$ cat src/rtl/pipelined_chunk_adder_pkg.sv
// Shared helpers for pipelined_chunk_adder: chunk sizing, parameter legality
// and the packed layout of the per-stage B-operand skew registers.
package pipelined_chunk_adder_pkg;

   localparam int DEFAULT_N      = 8;
   localparam int DEFAULT_STAGES = 4;

   function automatic int chunk_width(input int n, input int stages);
      return (stages > 0) ? n / stages : n;
   endfunction

   function automatic bit params_ok(input int n, input int stages);
      return (n >= 1) && (stages >= 1) && ((n % stages) == 0);
   endfunction

   // Stage k keeps the B' chunks above chunk k; the regions are packed back to back.
   function automatic int skew_offset(input int n, input int stages, input int k);
      int off;
      off = 0;
      for (int j = 0; j < k; j++) begin
         off += n - (j + 1) * chunk_width(n, stages);
      end
      return off;
   endfunction

   function automatic int skew_width(input int n, input int stages);
      int w;
      w = skew_offset(n, stages, stages - 1);
      return (w > 0) ? w : 1;
   endfunction

endpackage

$ cat src/rtl/pipelined_chunk_adder_chunk_adder.sv
// Combinational W-bit full adder; one instance resolves one chunk per pipeline stage.
module chunk_adder #(
   parameter int W = 2
) (
   input  logic [W-1:0] a,
   input  logic [W-1:0] b,
   input  logic         cin,
   output logic [W-1:0] sum,
   output logic         cout
);

   logic [W:0] total;

   always_comb begin
      total = {1'b0, a} + {1'b0, b} + {{W{1'b0}}, cin};
   end

   assign sum  = total[W-1:0];
   assign cout = total[W];

endmodule

$ cat src/rtl/pipelined_chunk_adder.sv
// Pipelined N-bit adder/subtractor: one CHUNK-bit slice per stage with a registered
// carry between stages, valid/ready handshake and a global stall on output backpressure.
module pipelined_chunk_adder
   import pipelined_chunk_adder_pkg::*;
#(
   parameter int N      = DEFAULT_N,
   parameter int STAGES = DEFAULT_STAGES
) (
   input  logic         clk,
   input  logic         rst_n,
   input  logic         in_valid,
   output logic         in_ready,
   input  logic [N-1:0] in_a,
   input  logic [N-1:0] in_b,
   input  logic         in_sub,
   output logic         out_valid,
   input  logic         out_ready,
   output logic [N-1:0] out_sum,
   output logic         out_cout
);

   localparam int CHUNK  = chunk_width(N, STAGES);
   localparam int SKEW_W = skew_width(N, STAGES);

   if (!params_ok(N, STAGES)) begin : g_param_check
      $error("pipelined_chunk_adder: N must be >= 1 and a multiple of STAGES");
   end

   logic              adv;
   logic              in_fire;
   logic [N-1:0]      b_eff;

   logic [STAGES-1:0] valid_q, valid_d;
   logic [STAGES-1:0] carry_q, carry_d;
   logic [SKEW_W-1:0] skew_q, skew_d, skew_next;
   logic [N-1:0]      word_q    [STAGES];
   logic [N-1:0]      word_d    [STAGES];
   logic [N-1:0]      word_next [STAGES];
   logic [N-1:0]      src_word  [STAGES];

   logic [STAGES-1:0] src_valid;
   logic [STAGES-1:0] cin_s;
   logic [STAGES-1:0] cout_s;
   logic [CHUNK-1:0]  op_a  [STAGES];
   logic [CHUNK-1:0]  op_b  [STAGES];
   logic [CHUNK-1:0]  sum_s [STAGES];

   assign adv      = !valid_q[STAGES-1] || out_ready;
   assign in_ready = adv;
   assign in_fire  = in_valid && adv;
   assign b_eff    = in_sub ? ~in_b : in_b;

   // The A word shifts its unconsumed chunks down while finished sum chunks enter
   // from the top, so after the last stage the word holds the complete result.
   for (genvar k = 0; k < STAGES; k++) begin : g_stage
      localparam int REM_W = N - (k + 1) * CHUNK;

      if (k == 0) begin : g_src
         assign src_word[k]  = in_a;
         assign op_b[k]      = b_eff[CHUNK-1:0];
         assign cin_s[k]     = in_sub;
         assign src_valid[k] = in_fire;
      end else begin : g_src
         assign src_word[k]  = word_q[k-1];
         assign op_b[k]      = skew_q[skew_offset(N, STAGES, k - 1) +: CHUNK];
         assign cin_s[k]     = carry_q[k-1];
         assign src_valid[k] = valid_q[k-1];
      end

      assign op_a[k] = src_word[k][CHUNK-1:0];

      chunk_adder #(
         .W(CHUNK)
      ) u_chunk_adder (
         .a   (op_a[k]),
         .b   (op_b[k]),
         .cin (cin_s[k]),
         .sum (sum_s[k]),
         .cout(cout_s[k])
      );

      assign word_next[k] = (src_word[k] >> CHUNK) | (N'(sum_s[k]) << (N - CHUNK));

      if (k < STAGES - 1) begin : g_skew
         localparam int OFF = skew_offset(N, STAGES, k);
         logic [REM_W-1:0] rem;
         if (k == 0) begin : g_rem
            assign rem = b_eff[N-1:CHUNK];
         end else begin : g_rem
            assign rem = skew_q[skew_offset(N, STAGES, k - 1) + CHUNK +: REM_W];
         end
         assign skew_next[OFF +: REM_W] = src_valid[k] ? rem : '0;
      end
   end

   if (STAGES == 1) begin : g_no_skew
      assign skew_next = '0;
   end

   // Every stage advances together or holds together; bubbles load zeros.
   always_comb begin
      valid_d = valid_q;
      carry_d = carry_q;
      skew_d  = skew_q;
      for (int k = 0; k < STAGES; k++) begin
         word_d[k] = word_q[k];
      end
      if (adv) begin
         valid_d = src_valid;
         carry_d = src_valid & cout_s;
         skew_d  = skew_next;
         for (int k = 0; k < STAGES; k++) begin
            word_d[k] = src_valid[k] ? word_next[k] : '0;
         end
      end
   end

   always_ff @(posedge clk or negedge rst_n) begin
      if (!rst_n) begin
         valid_q <= '0;
         carry_q <= '0;
         skew_q  <= '0;
         for (int k = 0; k < STAGES; k++) begin
            word_q[k] <= '0;
         end
      end else begin
         valid_q <= valid_d;
         carry_q <= carry_d;
         skew_q  <= skew_d;
         for (int k = 0; k < STAGES; k++) begin
            word_q[k] <= word_d[k];
         end
      end
   end

   assign out_valid = valid_q[STAGES-1];
   assign out_sum   = word_q[STAGES-1];
   assign out_cout  = carry_q[STAGES-1];

endmodule
$ cat config.mk
export PLATFORM = sky130hd
export DESIGN_NAME = pipelined_chunk_adder
export DESIGN_NICKNAME = d
export VERILOG_FILES = /design/src/rtl/pipelined_chunk_adder_pkg.sv /design/src/rtl/pipelined_chunk_adder_chunk_adder.sv /design/src/rtl/pipelined_chunk_adder.sv
export SDC_FILE = /design/constraint.sdc
export NUM_CORES = 1
export LEC_CHECK = 0
export BUFFER_PORTS_ARGS = -buffer_cell sky130_fd_sc_hd__buf_2
export CORE_AREA = 3 3 89 99
export DETAILED_ROUTE_END_ITERATION = 12
export DIE_AREA = 0 0 92 102
export PLACE_DENSITY = 0.46
export RECOVER_POWER = 50
export SLEW_MARGIN = 20
export SYNTH_ARGS = -nofsm -noshare
export SYNTH_HDL_FRONTEND = slang
export SYNTH_SLANG_ARGS = --single-unit
$ cat constraint.sdc
create_clock -name clk -period 2 [get_ports clk]
set_input_delay 0.1 -clock clk [delete_from_list [all_inputs] [get_ports clk]]
set_output_delay 0.1 -clock clk [all_outputs]
set_load 0.01 [all_outputs]
==> metrics, run 1 <==
GR Layer Usage met1=16.4%; ANT cells=0; Worst path max stage delay=0.42 ns; H-tree depth=2; total power=3.16 mW; Syn Inst Count=228; RR Endpoint=out_sum[7]$_DFFE_PN0N_; register area=1300 um^2; R2R depth=5; worst setup margin=0.381 ns; PwrDens=1110 nW/um^2; gr ovfl total=0; largest net degree at the start of global routing=53; # nets final=281; global placement routability congestion=0.660; synth warn=0; max frequency=0.618 GHz; footprint of the multi-input gates=1050 um^2; vias per cell=4.54; CP required=2.25 ns; number of routed nets with antenna violations=0; count of cell types in the netlist=19; Routed WL per cell=14.3 um; Place WS=0.381 ns; clock latency on the worst-skew pair=0.31 ns; Mapped Area=2490 um^2; fin area=2850 um^2; r2r setup slk=0.38 ns; met3 Use GR=3.09%; gr usage total=12.2%; final std cells w/o fill=362; RSZ-0062 raised after global routing=false; Core ar.=7910 um^2; delay-heaviest family, CP=adder cells; crit path DAT=1.87 ns; most used cell, CP=fa_1; wire length reported by the detailed router=5170 um; # port buffers=31; CP max-delay cell=dfrtp_1; WHS=0.0206 ns; Max clock buf depth=2; Post-DP HPWL=3130 um; fin crit share=80.9%; 1st-iter DRT viols=49; Hold Vio Cnt, Final=0; Buf/Inv on CP=1; Die H=102 um; Hold Crit Class=primary input to register; syn nets=256; number of global-route vias before repair=1781; Util after Layout=36.0%; total CTS buffers=5; Ports=32; Clock Pin Slew Worst Setup and Hold Paths=0.10 ns; Starting Density=31.4%; critical path class=register to register; clock skew=0.00816 ns; global-route wire length before repair=9050 um; die area=9380 um^2; share of cells above drive strength 1=19.7%; slew margin rel.=12.1%; fill count=856; setup TNS=0 ns; Row Count=34; Critical Path End=out_sum[7]$_DFFE_PN0N_; crit path max fanout=2; Post-Place Cells=353; max-cap check violation count=0; Mean Syn Cell Area=10.9 um^2; global route hottest layer=met2; Slew Limit Fails=0; CTS tree=built; Setup crit start kind=register; drt drc=0; CP Capture Type=register; Layout area overhead=14.5%; GRT met2 Usage=19.6%; Seq cells post-synth=52; First-pass DRT Iterations=4; VDD IR max=0.303 mV; vias=1642; Die X=92 um; initial antenna violation count=0; Worst-Margin Slew=1.32 ns; run status=finished, final reports clean; Leakage=1.25 nW; CP startpoint=carry_q[2]$_DFFE_PN0N_; CTS root buf=clkbuf_8; DP Area=2730 um^2; Worst path depth=5; Min Clock Period, post-route=1.62 ns; sequential share of the synthesized area=52.3%; CTS resizes=0; Critical Path, Cell by Cell=fa_1 -> inv_1 -> fa_1 -> nor2b_1 -> mux2_2; final setup vio count=0; reg2reg start=carry_q[2]$_DFFE_PN0N_; clock sinks=52
==> synth_stat cells <==
library cell,count,area share (%)
xor2_1,1,0.35
dfrtp_1,52,52
mux2_4,3,1.8
inv_4,1,0.25
o21ai_0,30,6.0
fa_1,7,5.6
clkbuf_1,12,1.8
nor2b_1,6,1.5
mux2i_1,5,2.0
nor2b_4,1,0.55
xnor2_1,7,2.5
mux2_2,7,3.2
inv_1,10,1.5
buf_2,4,0.81
buf_6,2,0.91
nand2_1,35,5.3
nand3b_1,37,11
nand2b_1,1,0.25
o31ai_1,7,2.1
==> flip-flops by register name (all words and copies together) (netlist names) <==
signal / cells
op_a: 6
skew_q: 12
src_word: 18
valid_q: 4
carry_q: 4
out_sum: 8
==> report_power, final <==
part           switching [mW]  internal [mW]
logic                   0.486          0.345
registers               0.221           1.32
clock network           0.350          0.442
total                    1.06           2.11
==> per-layer routing <==
metal / routed length [um] / vias to the layer above
met2: 2290 / 34
met3: 220 / 6
met1: 2590 / 794
li1: - / 808
met4: 68 / 0
met5: 0 / -
==> cell type report <==
class                   instances  share of cell area [%]
clock buffers                   7                    3.38
repair buffers                 36                    6.55
multi-input cells             147                    37.0
flip-flops and latches         52                    45.7
clock inverters                 1                    1.05
well taps                     108                    4.75
inverters                      11                    1.54
==> placed cells by master (no fill, tap or decap), types with 3 or more instances in the layout <==
| cell type | instances |
|---|---|
| dfrtp_1 | 52 |
| nand3b_1 | 37 |
| nand2_1 | 35 |
| o21ai_0 | 30 |
| buf_2 | 26 |
| inv_1 | 10 |
| mux2_2 | 7 |
| xnor2_1 | 7 |
| o31ai_1 | 7 |
| fa_1 | 7 |
| clkbuf_8 | 7 |
| nor2b_1 | 6 |
| mux2i_1 | 5 |
| clkbuf_1 | 5 |
| mux2_4 | 3 |
| buf_4 | 3 |
==> kinds of logic (layout without fill, tap and decap cells) <==
family                   count (synthesis)  after routing  share of synthesized area [%]
XOR/XNOR                                 8              8                           2.82
flip-flops                              52             52                           52.3
AND/OR/NAND/NOR                         80             80                           18.8
buffers and inverters                   29             55                           5.28
adder cells (fa/ha/maj)                  7              7                           5.64
AO/OA/AOI/OAI                           37             37                           8.15
multiplexers                            15             15                           7.00
==> worst min path at each step <==
| stage | depth (start not counted) | from | slack (ns) | end |
|---|---|---|---|---|
| floorplan | 0 | rst_n | -0.20 | carry_q[0]$_DFFE_PN0N_ |
| global placement | 2 | rst_n | 0.12 | out_sum[5]$_DFFE_PN0N_ |
| detailed placement | 2 | rst_n | 0.12 | carry_q[3]$_DFFE_PN0N_ |
| CTS | 3 | in_a[2] | 0.01 | op_a[4]$_DFFE_PN0N_ |
| global route | 3 | in_a[2] | 0.01 | op_a[4]$_DFFE_PN0N_ |
| finish | 3 | in_a[2] | 0.02 | op_a[4]$_DFFE_PN0N_ |
==> worst reg2reg max path, delay by kind of cell, from the launching register on <==
kind,cells,cell delay (ns)
adder cells (fa/ha/maj),2,0.81
flip-flops,1,0.42
multiplexers,1,0.15
AND/OR/NAND/NOR,1,0.12
buffers and inverters,1,0.07
==> timing repair <==
item / 4_1_cts / 5_1_grt
hold endpoints to repair: 52 / 0
setup buffers: 0 / 0
endpoints found under the setup margin: 0 / 0
hold buffers: 1 / 0
No activity file was read; power rests on OpenSTA's default activity.
==> run 2: changes to the inputs <==
- ABC_AREA: not set -> 1
- CORE_AREA: 3 3 89 99 -> 3 3 85 95
- DIE_AREA: 0 0 92 102 -> 0 0 88 98
- PLACE_DENSITY: 0.46 -> 0.49
- clock period: 2 -> 1.4 ns (I/O delays scaled with it)
==> run 2 against run 1 <==
Compared with the run above:
- the run now ends with negative setup slack left
- area after synthesis is 7.4% lower
- routed wire length is 19% lower
- die area is 8.1% lower
- clock skew hardly changed
- first-iteration DRC count is 6.1% higher
- clock power is 14% higher
- combinational power is 16% higher
- final area is 3.8% lower
- highest routed layer unchanged
==> metrics, run 2 <==
Post-Place Cells=371 (+5.1%); largest net degree at the start of global routing=53 (unchanged); number of global-route vias before repair=1663 (-6.6%); H-tree depth=2 (unchanged); clock skew=0.00846 ns (+0.000306 ns); Die X=88 um (-4.3%); max reg flops=18 (unchanged); CP required=1.63 ns (-0.62 ns); initial antenna violation count=0 (unchanged); CTS root buf=clkbuf_8; hold_sp=in_valid; Synth Flop Type=dfrtp_1; sequential share of the synthesized area=56.6% (+4.2 points); vias per cell=4.31 (-5.1%); Row Count=32 (-5.9%); crit path max fanout=2 (unchanged); R2R depth=4 (-1); VDD IR max=0.399 mV (+32%); slew margin rel.=53.5% (+41 points); most frequent cell after synthesis=nand2_1; Place WS=-0.0826 ns (-0.464 ns); Core ar.=7090 um^2 (-10%); Clock Pin Slew Worst Setup and Hold Paths=0.09 ns (about the same); final std cells w/o fill=389 (+7.5%); drt drc=0 (unchanged); fraction of registers with async set/reset=100% (unchanged); Syn Inst Count=262 (+15%); Die H=98 um (-3.9%); gr ovfl total=0 (unchanged); most frequent cells in the layout=nand2_1, dfrtp_1, buf_2; clock sinks=52 (unchanged); reg2reg start=op_a[2]$_DFFE_PN0N_; most common cell after layout, fill and taps aside=nand2_1; synth top area cells=dfrtp_1, nand2_1, fa_1; RSZ-0062 raised after global routing=true; Post-synth top cells=nand2_1, dfrtp_1, nand3_1; Seq cells post-synth=52 (unchanged); CTS tree=built; worst hold path depth=3 (unchanged); Setup crit start kind=register; global-route wire length before repair=7280 um (-20%); total CTS buffers=5 (unchanged); max-cap check violation count=0 (unchanged); crit path DAT=1.68 ns (-0.19 ns); ANT cells=0 (unchanged); worst setup margin=-0.0489 ns (-0.430 ns); # port buffers=31 (unchanged); largest area contributor in the netlist=dfrtp_1; synth warn=0 (unchanged); count of cell types in the netlist=16 (-3); Leakage=1.48 nW (+19%); Hold Vio Cnt, Final=0 (unchanged); gr usage total=10.4% (-1.8 points); Post-synth EDFFs=0 (unchanged); Ports=32 (unchanged); failing checks=negative setup slack; Mean Syn Cell Area=8.78 um^2 (-19%); # nets final=331 (+18%); Routed WL per cell=10.8 um (-25%); Worst-Margin Slew=0.697 ns (-0.621 ns); 1st-iter DRT viols=52 (+6.1%); First-pass DRT Iterations=4 (unchanged); number of routed nets with antenna violations=0 (unchanged); syn nets=290 (+13%); Min Clock Period, post-route=1.45 ns (-0.170 ns); critical path class=register to register; global placement routability congestion=0.720 (+9.1%); WHS=0.0585 ns (+0.0379 ns); Post-DP HPWL=2870 um (-8.4%); Yosys top cell area share=56.6% (+4.2 points); run status=finished, violations left; fin crit share=103% (+23 points); Layout area overhead=19.0%; total power=3.95 mW (+25%); Starting Density=32.5% (+1.0 points); vias=1675 (+2.0%); Max clock buf depth=2 (unchanged); r2r setup slk=-0.05 ns (-0.43 ns); share of cells above drive strength 1=17.4% (-2.3 points); die area=8620 um^2 (-8.1%); wire length reported by the detailed router=4190 um (-19%); CP Capture Type=register; clock latency on the worst-skew pair=0.30 ns (about the same); PwrDens=1440 nW/um^2 (+30%); max frequency=0.690 GHz (+12%); Hold Crit Class=primary input to register; WHS Endpoint=valid_q[0]$_DFFE_PN0N_; Util after Layout=38.6% (+2.7 points); Mapped Area=2300 um^2 (-7.4%); final setup vio count=3 (+3); Slew Limit Fails=0 (unchanged); RR Endpoint=src_word[7]$_DFFE_PN0N_
-- run 2: cells by family after synthesis --
logic type	after synthesis	share of synthesized area [%]
buf+inv	36	7.29
simple gates	151	26.2
flops	52	56.6
fa+ha+maj	7	6.09
xor+xnor	1	0.381
compound gates	15	3.53
-- run 2: report_power, final --
part	internal (mW)	total, mW	switching [mW]	leakage [nW]
Combinational	0.390	0.963	0.572	0.741
Clock	0.401	0.900	0.499	0.0434
Sequential	1.82	2.09	0.263	0.696
Total	2.61	3.95	1.33	1.48
-- run 2: worst max-delay path by stage --
| stage | startpoint | end | depth (start not counted) |
|---|---|---|---|
| floorplan | carry_q[1]$_DFFE_PN0N_ | src_word[7]$_DFFE_PN0N_ | 4 |
| global placement | carry_q[1]$_DFFE_PN0N_ | src_word[7]$_DFFE_PN0N_ | 4 |
| detailed placement | carry_q[1]$_DFFE_PN0N_ | src_word[7]$_DFFE_PN0N_ | 4 |
| CTS | op_a[2]$_DFFE_PN0N_ | src_word[7]$_DFFE_PN0N_ | 4 |
| global route | op_a[4]$_DFFE_PN0N_ | src_word[15]$_DFFE_PN0N_ | 4 |
| finish | op_a[2]$_DFFE_PN0N_ | src_word[7]$_DFFE_PN0N_ | 4 |
-- run 2: metrics by stage --
stage	setup TNS (ns)	instance area, um^2
6_report	-0.110	2740
5_1_grt	-0.275	2740
4_1_cts	-0.139	2750
3_5_place_dp	-0.141	2560
3_3_place_gp	-0.0685	2560
2_1_floorplan	-0.0254	2310
-- run 2: critical path: stages (launching register included) --
cell,delay (ns)
dfrtp_1,0.41
fa_2,0.39
inv_2,0.06
fa_1,0.40
o21ai_1,0.13
-- run 2: repair_timing --
item                       4_1_cts  5_1_grt
setup buffers                    2        2
pin swaps                        6        2
hold buffers                     7        0
setup endpoints to repair        4        4
hold endpoints to repair        58        0
resized for setup                5        1
-- run 2: layout make-up --
cell class	count	area [um^2]
clock buffers	6	82.6
well taps	85	106
flip-flops and latches	52	1300
multi-input cells	174	840
repair buffers	47	308
clock inverters	2	15.0
inverters	23	86.3
fillers	747	4350
-- run 2: routing by layer --
metal	GRT usage [%]	up-vias	routed length, um
li1	-	881	-
met1	13.4	754	2060
met2	17.0	34	1880
met3	2.87	6	196
met4	3.19	0	57
met5	0	-	0
==> run 3: changes to the inputs <==
- CORE_AREA: 3 3 85 95 -> 3 3 69 78
- CTS_CLUSTER_DIAMETER: not set -> 60
- DIE_AREA: 0 0 88 98 -> 0 0 72 81
- MAX_ROUTING_LAYER: not set -> met4
- PLACE_DENSITY: 0.49 -> 0.7
==> run 3 against run 2 <==
Compared with the run above:
- the run still ends with negative setup slack left
- non-clock buffer count decreased by 3
- fmax about the same
- register-to-register slack about the same
- setup slack about the same
- flip-flop and latch count unchanged
- total power increased by 1.2%
- die area decreased by 32%
- largest power group unchanged
- via count increased by 1.1%
- clock skew decreased by 0.0025 ns
- clock power increased by 12%
- critical endpoint unchanged
- sequential share of layout area increased by 1.0 points
==> metrics, run 3 (synthesis results as in run 2) <==
max-cap check violation count=0 (unchanged); Ports=32 (unchanged); clock latency on the worst-skew pair=0.30 ns (about the same); run status=finished, violations left; register area=1300 um^2 (unchanged); CTS tree=built; crit path DAT=1.69 ns (about the same); number of global-route vias before repair=1610 (-3.2%); largest net degree at the start of global routing=53 (unchanged); Die H=81 um (-17%); r2r setup slk=-0.05 ns (about the same); switching portion of total power=32.4% (-1.4 points); Int Pwr=2.70 mW (+3.4%); max frequency=0.690 GHz (about the same); Die X=72 um (-18%); Hold Crit Class=primary input to register; GRT met2 Usage=25.9% (+8.9 points); clock skew=0.00591 ns (-0.00255 ns); total CTS buffers=5 (unchanged); final std cells w/o fill=357 (-8.2%); First-pass DRT Iterations=4 (unchanged); VDD IR max=0.648 mV (+62%); PwrDens=1490 nW/um^2 (+3.3%); global-route wire length before repair=6930 um (-4.8%); H-tree depth=2 (unchanged); Leakage=1.48 nW (-0.40%); most common cell after layout, fill and taps aside=nand2_1; switching pwr=1.29 mW (-3.1%); DP Area=2510 um^2 (-1.7%); number of routed nets with antenna violations=0 (unchanged); CTS root buf=clkbuf_8; WHS Endpoint=skew_q[3]$_DFFE_PN0N_; clock sinks=52 (unchanged); Slew Limit Fails=0 (unchanged); Min Clock Period, post-route=1.45 ns (+0.0000648 ns); fin area=2680 um^2 (-2.1%); fill count=425 (-43%); CP Capture Type=register; drt drc=0 (unchanged); footprint of the multi-input gates=840 um^2 (unchanged); ANT cells=0 (unchanged); # nets final=328 (-0.91%); most frequent cells in the layout=nand2_1, dfrtp_1, buf_2; Core ar.=4650 um^2 (-34%); Worst-Margin Slew=0.683 ns (-0.0135 ns); RSZ-0062 raised after global routing=true; Row Count=26 (-19%); fin crit share=104% (about the same); Starting Density=49.5% (+17 points); power share of the combinational group=22.5% (-1.9 points); wire length reported by the detailed router=3900 um (-6.9%); Max clock buf depth=2 (unchanged); met3 Use GR=2.97% (+0.10 points); 1st-iter DRT viols=134 (+160%); worst hold path depth=5 (+2); Hold Vio Cnt, Final=0 (unchanged); hold_sp=in_b[5]; critical path class=register to register; global route hottest layer=met2; CP required=1.64 ns (about the same); Layout area overhead=16.6%; failing checks=negative setup slack; vias per cell=4.74 (+10%); crit path max fanout=2 (unchanged); initial antenna violation count=0 (unchanged); final setup vio count=3 (unchanged); share of cells above drive strength 1=16.3% (-1.2 points); max reg flops=18 (unchanged); Post-Place Cells=341 (-8.1%); gr ovfl total=0 (unchanged); slew margin rel.=54.4% (+0.90 points); vias=1693 (+1.1%); RR Endpoint=src_word[7]$_DFFE_PN0N_; # port buffers=31 (unchanged); GR Layer Usage met1=18.4% (+5.0 points); Setup crit start kind=register; Clock Pin Slew Worst Setup and Hold Paths=0.09 ns (about the same); sequential share of power=52.2% (-0.6 points); Post-DP HPWL=2620 um (-8.6%); reg2reg start=carry_q[1]$_DFFE_PN0N_; gr usage total=15.6% (+5.2 points); global placement routability congestion=0.743 (+3.1%); Routed WL per cell=10.9 um (+1.5%); die area=5830 um^2 (-32%); clock power share=25.2% (+2.4 points); R2R depth=4 (unchanged); worst setup margin=-0.0490 ns (-0.0000648 ns)
[run 3: how the worst max path moves through the flow]
stage / endpoint / start / slack, ns / cells after the start
after floorplan: src_word[7]$_DFFE_PN0N_ / carry_q[1]$_DFFE_PN0N_ / -0.03 / 4
after global placement: src_word[7]$_DFFE_PN0N_ / carry_q[1]$_DFFE_PN0N_ / -0.05 / 4
after detailed placement: src_word[7]$_DFFE_PN0N_ / carry_q[1]$_DFFE_PN0N_ / -0.08 / 4
after CTS: src_word[7]$_DFFE_PN0N_ / op_a[2]$_DFFE_PN0N_ / -0.08 / 4
after global routing: src_word[7]$_DFFE_PN0N_ / carry_q[1]$_DFFE_PN0N_ / -0.11 / 4
final: src_word[7]$_DFFE_PN0N_ / carry_q[1]$_DFFE_PN0N_ / -0.05 / 4
[run 3: critical path: stages (launching register included)]
cell	delay (ns)
dfrtp_1	0.42
fa_2	0.39
inv_2	0.06
fa_1	0.40
o21ai_1	0.12
[run 3: what timing repair did]
action,in CTS,in global routing
pin swaps,6,5
setup endpoints to repair,3,3
resized for setup,4,0
hold buffers,7,0
buffers inserted,0,1
hold endpoints to repair,58,0
[run 3: per-layer routing]
metal	share of wire (%)	vias to the layer above
met5	0	-
met4	1.9	0
met3	4.4	7
met2	47	37
met1	46	772
li1	-	877
[run 3: power groups by stage]
| stage | clock, mW | sequential (mW) | combinational, mW |
|---|---|---|---|
| floorplan | 0 | 2.02 | 0.711 |
| CTS | 1.02 | 2.09 | 0.922 |
| finish | 1.01 | 2.09 | 0.901 |
| detailed placement | 0 | 2.12 | 0.899 |
| global placement | 0 | 2.10 | 0.869 |
| global route | 1.08 | 2.13 | 1.05 |
[run 3: stage by stage]
stage               setup TNS [ns]  utilization [%]  setup WS [ns]  hold WS [ns]  power, mW
finish                      -0.108             57.7        -0.0490        0.0708       4.00
CTS                         -0.164             57.9        -0.0773        0.0596       4.04
detailed placement          -0.142             54.0        -0.0799        0.0806       3.02
global route                -0.281             57.7         -0.108        0.0717       4.26
floorplan                  -0.0254                -        -0.0254        -0.226       2.73
global placement           -0.0570             54.0        -0.0477        0.0775       2.97
[run 3: area by class of cell]
class | instances | area share [%]
inverter | 23 | 3.22
multi-input combinational | 174 | 31.3
clock buffer | 6 | 2.71
tap | 56 | 2.61
timing repair buffer | 44 | 10.4
clock inverter | 2 | 1.31
sequential | 52 | 48.5
